<file path="src/rtl/rate_divider.sv">
// rate_divider: programmable enable-pulse generator feeding the 4-bit counter.
// Define RATE_DIV_CUSTOM_EN to add a loadable custom period for rate 11.
module rate_divider #(
  parameter int CLK_HZ = 50000000,
  parameter int CNT_W  = 28
) (
  input  logic             clock,
  input  logic             reset,
  input  logic [1:0]       rate_sel,
  input  logic             run,
  input  logic             step,
`ifdef RATE_DIV_CUSTOM_EN
  input  logic [CNT_W-1:0] period_in,
  input  logic             period_load,
`endif
  output logic             enable_out,
  output logic [CNT_W-1:0] count_out,
  output logic [1:0]       rate_q
);

  localparam longint unsigned TOP =
    4 * longint'(CLK_HZ) - 1;

  if ((TOP >> CNT_W) != 0) begin : g_width_chk
    $error("CNT_W cannot hold 4*CLK_HZ-1");
  end

  localparam logic [CNT_W-1:0] M1 =
    CNT_W'(CLK_HZ - 1);
  localparam logic [CNT_W-1:0] M2 =
    CNT_W'(2 * CLK_HZ - 1);
  localparam logic [CNT_W-1:0] M4 =
    CNT_W'(TOP);

  typedef enum logic {
    PAUSED,
    RUNNING
  } state_t;

  state_t           state;
  logic             step_q;
  logic             step_rise;
  logic [CNT_W-1:0] ext_m1;
  logic [CNT_W-1:0] sel_m1;
  logic [CNT_W-1:0] cur_m1;
  logic [CNT_W-1:0] rst_m1;

  function automatic logic [CNT_W-1:0] nm1(
    input logic [1:0]       s,
    input logic [CNT_W-1:0] e
  );
    logic [CNT_W-1:0] r;
    r = '0;
    unique case (s)
      2'b00: r = '0;
      2'b01: r = M1;
      2'b10: r = M2;
      2'b11: r = e;
    endcase
    return r;
  endfunction

`ifdef RATE_DIV_CUSTOM_EN
  logic [CNT_W-1:0] cust_m1;
  logic [CNT_W-1:0] load_m1;
  logic             cust_on;
  logic             cust_reload;

  // a zero period behaves as a period of one
  assign load_m1 = (period_in == '0) ? '0
                 : period_in - CNT_W'(1);
  assign ext_m1  = cust_on ? cust_m1 : M4;
  assign cust_reload = period_load
                     && rate_sel == 2'b11
                     && rate_q == 2'b11;

  always_ff @(posedge clock) begin
    if (reset) begin
      cust_m1 <= M1;
      cust_on <= 1'b0;
    end else if (period_load) begin
      cust_m1 <= load_m1;
      cust_on <= 1'b1;
    end
  end
`else
  assign ext_m1 = M4;
`endif

  assign sel_m1 = nm1(rate_sel, ext_m1);
  assign cur_m1 = nm1(rate_q, ext_m1);
  assign rst_m1 = nm1(rate_sel, M4);

  assign step_rise = step & ~step_q
                   & (state == PAUSED);

  // priority: reset, rate change, run, step
  always_ff @(posedge clock) begin
    if (reset) begin
      state      <= PAUSED;
      step_q     <= 1'b0;
      enable_out <= 1'b0;
      rate_q     <= rate_sel;
      count_out  <= rst_m1;
    end else begin
      step_q     <= step;
      enable_out <= 1'b0;
      state      <= run ? RUNNING : PAUSED;
      if (rate_sel != rate_q) begin
        rate_q    <= rate_sel;
        count_out <= sel_m1;
      end
`ifdef RATE_DIV_CUSTOM_EN
      else if (cust_reload) begin
        count_out <= load_m1;
      end
`endif
      else if (run) begin
        if (count_out == '0) begin
          enable_out <= 1'b1;
          count_out  <= cur_m1;
        end else begin
          count_out <= count_out - CNT_W'(1);
        end
      end else if (step_rise) begin
        enable_out <= 1'b1;
        count_out  <= cur_m1;
      end
    end
  end

endmodule
</file>
<file path="config.mk">
export PLATFORM = sky130hd
export DESIGN_NAME = rate_divider
export DESIGN_NICKNAME = d
export VERILOG_FILES = /design/src/rtl/rate_divider.sv
export SDC_FILE = /design/constraint.sdc
export NUM_CORES = 1
export LEC_CHECK = 0
export ABC_AREA = 0
export ABC_CLOCK_PERIOD_IN_PS = 4100
export CAP_MARGIN = 15
export CORE_ASPECT_RATIO = 1.4
export CORE_MARGIN = 2
export CORE_UTILIZATION = 40
export CTS_CLUSTER_SIZE = 25
export DETAILED_ROUTE_END_ITERATION = 10
export MAX_ROUTING_LAYER = met4
export PLACE_DENSITY_LB_ADDON = 0.3
export SLEW_MARGIN = 30
export SYNTH_ARGS = -nofsm -noshare
export SYNTH_HDL_FRONTEND = slang
export SYNTH_SLANG_ARGS = --single-unit
export TNS_END_PERCENT = 30
</file>
<file path="constraint.sdc">
create_clock -name clock -period 4.1 [get_ports clock]
set_input_delay 0.82 -clock clock [delete_from_list [all_inputs] [get_ports clock]]
set_output_delay 0.82 -clock clock [all_outputs]
set_load 0.02 [all_outputs]
</file>
Word level (Yosys, flattened, before mapping):

Index checks and enable logic that the tools add are counted.

* bits in registers: 33
* bits of input ports: 6
* output and inout port bits: 31

* add/subtract/negate cells: 1
* equal/unequal tests: 7
* mux-type cells: 13
* bitwise logic cells: 4
* reductions and logical operators: 6

Operators with widths (number)
* $pmux 28 s4: 2
* $mux 28: 5
* $logic_not 28->1: 1
* $sub 28x1->28 const B: 1
* $eq 2x2->1 const B: 4
* $eq 2x1->1 const B: 2
* $logic_not 2->1: 2
* $mux 1: 4
* $mux 2: 2
* $reduce_bool 4->1: 1
* $and 1x1->1: 2
* $ne 2x2->1: 1
* $not 1->1: 2
* $reduce_bool 2->1: 1
* $reduce_or 2->1: 1

Depth between registers and ports, before layout:

* depth in word-level cells: 7
* depth in mapped cells: 8
* depth with buffers taken out: 7

Worst setup path after synthesis:

No wires, ideal clock.

* kind: input-to-reg
* start: input port rate_sel[1]
* end: register count_out[0] (enable)
* setup time: 0.455 ns
* arrival: 2.278 ns
* data required time: 3.645 ns
* setup slack: 1.367 ns
* stages: 4
* path through: xor2_1 > nor3_1 > clkbuf_1 > nand2_1

* word-level cells in the longest chain between the ends: 2

RTL lines
* start, declared: line 9 `input logic [1:0] rate_sel,`
* $ne 2x2->1: line 109 `if (rate_sel != rate_q) begin`
* $reduce_bool 4->1 (no source line)
* end signal, assigned: line 111 `count_out <= sel_m1;`
* end signal, assigned: line 121 `count_out <= cur_m1;`
* end signal, assigned: line 123 `count_out <= count_out - CNT_W'(1);`
* end, declared: line 17 `output logic [CNT_W-1:0] count_out,`

Every way passes these cells.
A chain may end at the register's enable or synchronous reset.

Final worst setup path:

* start: register count_out[6]
* end: register count_out[22] (data pin)

* word-level cells in the longest chain between the ends: 5

RTL lines
* start signal, assigned: line 104 `count_out <= rst_m1;`
* start signal, assigned: line 111
* start signal, assigned: line 121
* $sub 28x1->28 / $logic_not 28->1 (equally long branches): line 123, 119
* $mux 28 *: line 119 `if (count_out == '0) begin`
* $mux 28 *: line 118 `else if (run) begin`
* $mux 28 *: line 109
* $mux 28 *: line 99 `if (reset) begin`

Every way passes the cells marked *; elsewhere a longest branch is shown, timed or not.

==> summary.txt <==
Clocking
  – Post-CTS resize count: 0
  – H-tree depth: 2
  – Num Clock Sinks: 33
  – CTS tree: yes
  – Postcts setup bufs: 0
  – Hold_buf cts: 0
  – CTS clk-pin slew, worst paths: 0.07 ns
  – Worst-Skew Late Latency: 0.29 ns
  – Max clock buf depth: 2
  – Total CTS buffers: 5
  – Root Driver: clkbuf_8

Route
  – Number of vias per cell: 5.57
  – Via count: 1831
  – DRT antenna net count: 0
  – 1st-iter DRT viols: 114
  – First drt pass iteration count: 4
  – Drt wl/cell: 15.9 µm
  – Residual DRC: 0
  – Post-Route WL: 5240 µm

Final layout
  – Most frequent cells in the layout: clkdlybuf4s50_1, nor2_1, edfxtp_1
  – Layout Nets: 276
  – # fillers: 542
  – Layout cells sized above 1: 11.5%
  – Area grow syn2layout: 22.5%
  – Commonest non-fill, non-tap cell in the layout: clkdlybuf4s50_1
  – ANT cells: 0

Synthesis
  – Yosys warnings: 0
  – Syn Nets: 236
  – Post-synthesis sequential area ratio: 42.9%
  – Unique masters post-synth: 49
  – Post-synthesis register bit count: 33
  – Synthesized area per cell: 10.2 µm²
  – Synth top area cells: edfxtp_1, ha_1, xor2_1
  – Cell taking the most area after synthesis: edfxtp_1
  – Synth Flop Type: edfxtp_1
  – Yosys top cell area share: 40.2%
  – Syn Inst Count: 220
  – Synth async-reset ratio: 0%
  – Post-synth EDFFs: 30
  – Post-synthesis cell area: 0.00224 mm²

GRT
  – GR Overflow Total: 0
  – Vias in the first global route: 1763
  – Largest net degree at the start of global routing: 29
  – Initial antenna violation count: 0
  – Tot GR Track Use: 19.4%
  – First-pass GRT wire length: 8770 µm

Placement
  – Placement Setup Slack: 1.07 ns
  – RePlAce Congestion: 0.831
  – Port bufs: 36
  – DP HPWL: 3940 µm

STA
  – Worst hold slack: 0.675 ns
  – Least-Margin Pin Slew: 0.775 ns
  – Relative slew margins: 48.3%
  – Max-slew violation count: 0
  – # setup viols final: 0
  – Fin crit share: 68.0%
  – Worst Skew: 0.00681 ns
  – Aggregate negative setup slack: 0 ns
  – Max Freq: 359 MHz
  – RSZ-0062 raised after global routing: false
  – Final Hold Viols: 0
  – Min Tclk post-route: 2.79 ns
  – Final WS setup: 1.31 ns

Die
  – Initial Util: 41.1%
  – I/O pins: 37
  – Chip width: 67.2 µm
  – Die footprint: 0.00622 mm²
  – Number of placement rows: 32
  – Core area: 0.00545 mm²
  – DIE HEIGHT: 92.5 µm

Power and ir drop
  – Power Total: 1.01 mW
  – Pwr/cell area: 367 mW/mm²
  – Leakage Power: 0.968 nW
  – VDD IR max: 0.160 mV

Critical path
  – Largest stage delay, worst path: 0.74 ns
  – Slowest CP cell: o31ai_4
  – Required time worst endpoint: 4.11 ns
  – WS Path Type: reg -> reg
  – R2R depth: 5
  – Critical-path cell list: nor3_2, nand3_1, o31ai_4, a21o_4, a22oi_1
  – Reg2reg start: count_out[6]
  – Worst R2R End: count_out[22]
  – CP Launch Type: register
  – Crit path DAT: 2.80 ns
  – Worst R2R Setup Slack: 1.31 ns
  – CP endpoint: count_out[22]
  – Beginning of the critical path: count_out[6]
  – Worst Setup End Kind: register
  – Crit path max fanout: 16

Job
  – Max Cap Viol: 0

Min path
  – Min-Delay Path Class: reg -> reg
  – Hold Path Depth: 2

Status
  – Outcome: finished, final reports clean
-- registers in the layout, indices dropped and copies added (netlist names) --
register,cells
count_out,28
enable_out,1
rate_q,2
state,1
step_q,1
-- synthesized netlist by cell type, types with 8 or more instances --
cell      count
edfxtp_1     30
ha_1         10
inv_1         8
nand2_1       8
nand3_1       8
nand4_1       9
nor2_1       30
nor3_1       12
o21ai_1       8
xnor2_1      10
xor2_1       13
-- worst min path at each step --
stage	from	end	slack [ns]
finish	count_out[9]	count_out[9]	0.67
global route	count_out[9]	count_out[9]	0.73
CTS	count_out[9]	count_out[9]	0.68
detailed placement	count_out[9]	count_out[9]	0.66
global placement	count_out[9]	count_out[9]	0.65
floorplan	state	enable_out	0.65
-- through the flow --
step	area [µm²]	instances	util, %
2_1_floorplan	2240	220	-
6_report	2740	329	50.4
5_1_grt	2740	329	50.4
3_5_place_dp	2660	321	48.9
4_1_cts	2740	329	50.4
3_3_place_gp	2660	321	48.9
-- report_power, final --
group,internal (mW),switching (mW)
sequential,0.420,0.0558
combinational,0.136,0.158
clock,0.118,0.120
total,0.673,0.334
-- cells by family after synthesis --
logic type / after synthesis / share of synthesized area (%)
AND/OR/NAND/NOR: 92 / 22.6
AO/OA/AOI/OAI: 46 / 15.8
flip-flops: 33 / 42.9
XOR/XNOR: 23 / 8.99
buffers and inverters: 16 / 4.08
adder cells (fa/ha/maj): 10 / 5.59
-- routing by layer --
metal / track usage [%] / part of all wire, %
met1: 22.2 / 40
met2: 31.8 / 50
met3: 3.52 / 5.0
met4: 9.86 / 4.4
met5: - / 0
-- final cells by class --
cell class	count	area, µm²	share of cell area (%)
tap	68	85.1	3.10
sequential	33	961	35.0
multi-input combinational	171	1190	43.3
timing repair buffer	41	398	14.5
clock buffer	6	72.6	2.64
inverter	8	30.0	1.09
clock inverter	2	10.0	0.365
-- worst max-delay path, delay by kind of cell (launching register included) --
| kind | cells | cell delay, ns |
|---|---|---|
| flops | 1 | 0.46 |
| compound gates | 3 | 1.14 |
| simple gates | 2 | 0.90 |
Note: power is estimated with default switching activity, not from simulation.
